===== config.mk =====
export PLATFORM = sky130hd
export DESIGN_NAME = flex_counter_chain
export DESIGN_NICKNAME = d
export VERILOG_FILES = /design/src/rtl/flex_counter_chain.sv
export SDC_FILE = /design/constraint.sdc
export NUM_CORES = 1
export LEC_CHECK = 0
export ABC_CLOCK_PERIOD_IN_PS = 3200
export BUFFER_PORTS_ARGS = -buffer_cell sky130_fd_sc_hd__buf_2
export CAP_MARGIN = 20
export CORE_MARGIN = 2
export CORE_UTILIZATION = 48
export CTS_CLUSTER_SIZE = 14
export DETAILED_ROUTE_END_ITERATION = 8
export GPL_TIMING_DRIVEN = 1
export HOLD_SLACK_MARGIN = 0.12
export PLACE_DENSITY_LB_ADDON = 0.08
export SYNTH_ARGS = -nofsm -noshare
export SYNTH_HDL_FRONTEND = slang
export SYNTH_SLANG_ARGS = --single-unit
export TNS_END_PERCENT = 30

===== constraint.sdc =====
create_clock -name clk -period 3.2 [get_ports clk]
set_clock_uncertainty 0.15 [all_clocks]
set_input_delay 0.32 -clock clk [delete_from_list [all_inputs] [get_ports clk]]
set_output_delay 0.32 -clock clk [all_outputs]
set_load 0.01 [all_outputs]

===== src/rtl/flex_counter_chain.sv =====
// Cascade of flexible counters with run-time rollovers, a stage-0 step, parallel load and
// wrap / one-shot end-of-sequence handling. All outputs are registered.
module flex_counter_chain #(
    parameter int unsigned NUM_CNT_BITS = 10,
    parameter int unsigned NUM_STAGES   = 2
) (
    input  logic                                 clk,
    input  logic                                 rst,
    input  logic                                 clear,
    input  logic                                 load,
    input  logic                                 count_enable,
    input  logic                                 mode,
    input  logic [NUM_CNT_BITS-1:0]              step,
    input  logic [NUM_STAGES*NUM_CNT_BITS-1:0]   rollover_val,
    input  logic [NUM_STAGES*NUM_CNT_BITS-1:0]   load_val,
    output logic [NUM_STAGES*NUM_CNT_BITS-1:0]   count_out,
    output logic [NUM_STAGES-1:0]                wrap_pulse,
    output logic                                 done
);

    localparam int unsigned W = NUM_CNT_BITS;

    logic [NUM_STAGES*W-1:0] count_q, count_d;
    logic [NUM_STAGES-1:0]   wrap_q, wrap_d;
    logic                    done_q, done_d;
    // Set when done came from a one-shot end, so it persists rather than pulsing.
    logic                    hold_q, hold_d;

    always_comb begin : next_state
        logic [NUM_STAGES*W-1:0] adv_count;
        logic [NUM_STAGES-1:0]   adv_wrap;
        logic                    carry;
        logic                    term;
        logic [W-1:0]            stp;
        logic [W:0]              sum;

        count_d   = count_q;
        wrap_d    = '0;
        done_d    = done_q;
        hold_d    = hold_q;
        adv_count = count_q;
        adv_wrap  = '0;
        carry     = count_enable & ~done_q;

        // Ripple the carry through all stages; the final carry marks the full-chain end.
        for (int k = 0; k < NUM_STAGES; k++) begin
            stp  = (k == 0) ? step : W'(1);
            sum  = {1'b0, count_q[k*W +: W]} + {1'b0, stp};
            term = (sum > {1'b0, rollover_val[k*W +: W]});
            if (carry) begin
                if (term) begin
                    adv_count[k*W +: W] = '0;
                    adv_wrap[k]         = 1'b1;
                end else begin
                    adv_count[k*W +: W] = sum[W-1:0];
                end
            end
            carry = carry & term;
        end

        if (clear) begin
            count_d = '0;
            done_d  = 1'b0;
            hold_d  = 1'b0;
        end else if (load) begin
            count_d = load_val;
            done_d  = 1'b0;
            hold_d  = 1'b0;
        end else if (carry && mode) begin
            done_d = 1'b1;
            hold_d = 1'b1;
        end else begin
            count_d = adv_count;
            wrap_d  = adv_wrap;
            done_d  = carry | hold_q;
        end
    end

    always_ff @(posedge clk) begin
        if (rst) begin
            count_q <= '0;
            wrap_q  <= '0;
            done_q  <= 1'b0;
            hold_q  <= 1'b0;
        end else begin
            count_q <= count_d;
            wrap_q  <= wrap_d;
            done_q  <= done_d;
            hold_q  <= hold_d;
        end
    end

    assign count_out  = count_q;
    assign wrap_pulse = wrap_q;
    assign done       = done_q;

endmodule


* Word level (Yosys, flattened, before mapping)
Cells that the tools add are included.
** Word-level totals
- Register bits after elaboration :: 24
- Input port bits :: 56
- Output and inout port bits :: 23
- Logic and storage cells :: 36
** Cells by class
- Add/subtract/negate cells :: 2
- $lt $le $gt $ge :: 2
- Eq/ne operators :: 1
- Multiplexer cells :: 9
- Bitwise gates (word level) :: 7
- Reduce and logical (&&, ||, !) cells :: 9
** Operators with widths (number)
- two-way mux 10 bit :: 4
- two-way mux 20 bit :: 2
- greater-than comparator 11 x 10 -> 1 bit :: 2
- adder 10 x 1 -> 11 bit, second input constant :: 1
- adder 10 x 10 -> 11 bit :: 1
- OR reduction 5 bit :: 2
- AND reduction 2 bit :: 2
- nonzero test 2 bit :: 2
- bitwise AND 1 bit :: 3
- two-way mux 1 bit :: 3
- NOT 1 bit :: 3
- OR reduction 3 bit :: 1
- != test 2 bit, second input constant :: 1
- OR reduction 2 bit :: 1
- logical AND 1 bit :: 1
- OR 1 bit :: 1

* Depth between registers and ports, before layout
- Depth in word-level cells :: 7
- Mapped depth :: 17
- Depth with buffers taken out :: 15

* Worst setup path before layout
OpenSTA, ideal clock, no wires.
- Path kind :: flip-flop to flip-flop
- Start :: reg count_q[0] (netlist: count_out[0])
- End :: reg count_q[6] (netlist: count_out[6])
- Arrival time :: 3.334 ns
- Path slack :: -0.354 ns
- Stages on the path, launching flop included :: 17
- Path buffers :: 1
- Cells stage by stage :: dfxtp_1 -> ha_1 -> inv_1 -> fa_1 -> nor2b_1 -> o2111ai_1 -> a41oi_1 -> o21ai_0 -> and2_1 -> ha_1 -> a211oi_2 -> nand2_1 -> nor4_2 -> o221ai_2 -> buf_2 -> o41a_1 -> a21oi_1
** Between the ends
- Word-level cells in the longest chain between the ends :: 7
- Elaborated cells on any way between the ends :: 11
- Classes of those cells :: add/sub: 1; order compare: 1; eq/ne: 1; mux: 4; bitwise: 2; reduce/logical: 2
** Ends and longest elaborated chain
- start, declared :: RTL line 23 : logic [NUM_STAGES*W-1:0] count_q, count_d;
- start signal, assigned :: RTL line 86 : count_q <= count_d;
- adder 10 x 10 -> 11 bit (*) :: RTL line 48 : sum = {1'b0, count_q[k*W +: W]} + {1'b0, stp};
- greater-than comparator 11 x 10 -> 1 bit :: RTL line 49 : term = (sum > {1'b0, rollover_val[k*W +: W]});
- bitwise AND 1 bit (2 in a row) :: RTL line 58 : carry = carry & term;
- logical AND 1 bit :: RTL line 69 : end else if (carry && mode) begin
- != test 2 bit (no line)
- AND reduction 2 bit (no line)
Every way passes the cells marked *; elsewhere a longest branch is shown, timed or not. The select of a mux whose other input is x is not followed.
A chain may end at the register's enable or synchronous reset.

* Worst setup path after layout
- Start :: reg count_q[0] (netlist: count_out[0])
- End :: reg count_q[5] (netlist: count_out[5])
Same word-level chain as after synthesis.

==> results.md <==
* Status: finished with violations
* Failing checks: negative setup slack
* Power per standard cell area at 303.6 nW/µm²
* Fin worst setup slack at -0.4592 ns
* Die Area at 6057 µm²
* Synth Register Bits at 24
* Peak supply drop at 258.4 µV
* Vias in the first global route at around 3100
* Total routed wirelength at 9231 µm
* # clock sinks at 24
* Total Routing Usage GR at 0.2956
* Worst Path Arrival at about 3.7 ns
* LEAKAGE at 1.889 nW
* Hold slack final at 0.1589 ns
* Share of the synthesized area in the top cell type at 0.1836
* Ports at a little under 80
* Critical path class: flip-flop to flip-flop
* Top post-synthesis cells by area: dfxtp_1, ha_1, nand2_1, inv_1, nor2_1
* Post-layout util at 0.7678
* Slew of the pin with the lowest slew margin at 1.005 ns
* Mapped cell area at 2616 µm²
* Crit. End Element: flip-flop
* Diode count at 0
* Max_cap viols at 0
* Post-synth EDFFs at 0
* First-pass GRT wire length at 14700 µm
* DPL Wire Length at approximately 6600 µm
* Total Neg Setup Slack at -9.210 ns
* Vias per inst at 5.869
* Grt total ovfl at 0
* CTS tree: built
* Warnings from Yosys at 0
* Die Y at around 80 µm
* Max Freq at 273.3 MHz
* CP max FO at 8
* CTS buffer count at 3
* # rows at 26
* Die width at 77.83 µm
* Worst hold path type: input pin to flip-flop
* # fillers at 387
* DRT iter0 DRCs at 248
* Initial core utilization at 0.5058
* Worst-Skew Late Latency at 0.27 ns
* Nets at 577
* Ys flop type: dfxtp_1
* Layout area overhead at 51.79%
* Slew Limit Fails at 0
* Final instance area at 3971 µm²
* Port Buf Inserts at 78
* Dpl cells at 541
* DRC at 0
* Setup crit start kind: flip-flop
* Final worst-path cycle share at 1.143
* Pre-antenna DRT Iters at 5
* RSZ-0062 raised after global routing: yes
* Via count at about 3300
* Share of layout cells above drive strength 1 at 0.4324
* Most frequent cells in the layout: buf_2, buf_4, nand2_1, inv_1
* Syn Nets at 432
* Final Total Pwr at around 1.2 mW
* Largest area contributor in the netlist: dfxtp_1
* Routed WL per cell at 16.54 µm
* H-Tree Depth at 1
* CTS max path bufs at 2
* Synth Area per Inst at roughly 7.6 µm²
* Clk root buf: clkbuf_8
* Rel. slew slack at 0.3276
* Mapped Cells at about 340
* Pre-CTS setup slack at -0.6456 ns
* Largest net degree at the start of global routing at 43
* Setup-failing EPs final at 24
* CORE AREA at a little over 5000 µm²
* Commonest non-fill, non-tap cell in the layout: buf_2
* Final min period at 3.659 ns
* Worst-path clk slew at 0.09 ns
* Unique masters post-synth at 61
* Initial antenna violation count at 0
* Async S/R FF share, synth at 0
* Seq/Total Area, Yosys at 0.1836
* Endpoints failing hold at 0
* Routed Antenna Nets at 0
* Post-placement cell area at about 3600 µm²
* GPL Wtd Cong at 0.9050
* Fin cells at 558
* WP data required at 3.19 ns
-- flip-flops by register name, summed over array words and instances, names as in the netlist --
name,count
done,1
wrap_pulse,2
count_out,20
hold_q,1
-- path summary, 6_finish.rpt --
| kind | to | slack, ns | cells past startpoint | start |
|---|---|---|---|---|
| setup reg to reg | count_out[5] | -0.46 | 16 | count_out[0] |
| setup / recovery | count_out[5] | -0.46 | 16 | count_out[0] |
| hold reg to reg | done | 0.34 | 2 | hold_q |
| hold / removal | count_out[8] | 0.16 | 3 | load_val[8] |
-- cell usage after synthesis (2+ instances only) --
cell type / instances
nor4_1: 4
dfxtp_1: 24
nor2_1: 26
ha_1: 31
mux2i_1: 4
o311ai_0: 10
nand3b_1: 3
xnor2_1: 9
nand4_1: 6
o21ai_0: 10
nor2b_1: 3
o31a_1: 2
buf_2: 3
and3_1: 2
a21oi_1: 18
buf_6: 2
nand3_1: 17
and2_1: 11
nand2b_1: 3
xor2_1: 4
a211oi_1: 3
a31oi_1: 10
a22oi_1: 3
or3_1: 2
and4_4: 2
nor3_1: 5
o2111a_1: 3
o21a_1: 4
o2111ai_1: 3
clkbuf_1: 12
inv_1: 29
nand2_1: 43
o32ai_1: 3
o211a_1: 2
nor3b_1: 2
-- critical path, stage by stage (launching register included) --
cell and delay, ns:
dfxtp_4 0.37, ha_4 0.16, inv_2 0.05, fa_2 0.22, nor2b_4 0.06, o31a_1 0.27
o21ai_2 0.16, nor3b_2 0.24, nor2_1 0.07, ha_1 0.31, nand4_1 0.21, a21oi_2 0.27
nor4_4 0.08, buf_4 0.16, o221a_4 0.30, o311ai_1 0.39, a31oi_1 0.09
-- repair_timing --
action                                 4_1_cts  5_1_grt
gates resized for setup                     12       28
endpoints found under the hold margin        0        0
hold buffers                                 0        0
setup buffers                                5        6
setup endpoints to repair                   24       24
cloned                                       0        2
pin swaps                                    9       14
-- metal layers --
metal / vias to the layer above / GRT usage / wire length [µm]
li1: 1569 / - / -
met1: 1497 / 0.4057 / 4021
met2: 174 / 0.4828 / 4254
met3: 35 / 0.03372 / 666
met4: 0 / 0.09107 / 289
met5: - / 0 / 0
-- cell type report --
cell class,count,area [µm²],area share
Multi-Input combinational cell,275,2207,0.5558
Timing Repair Buffer,156,1026,0.2583
Sequential cell,24,486.7,0.1226
Inverter,29,108.9,0.02741
Tap cell,70,87.58,0.02205
Clock buffer,4,55.05,0.01386
-- cell families (layout without fill, tap and decap cells) --
group,count (synthesis),count (layout),share of synthesized area
and+or+nand+nor,136,136,0.2664
AOI/OAI and AO/OA,89,90,0.2621
buffers and inverters,46,189,0.07317
adders and majority gates,32,32,0.1559
DFF,24,24,0.1836
xor gates and xnor gates,13,13,0.04352
muxes,4,4,0.01530
-- power breakdown --
part,internal (mW),total (mW),switching [mW]
clock network,0.110,0.207,0.0976
registers,0.312,0.325,0.0133
logic,0.329,0.673,0.344
Note: power is estimated with default switching activity, not from simulation.
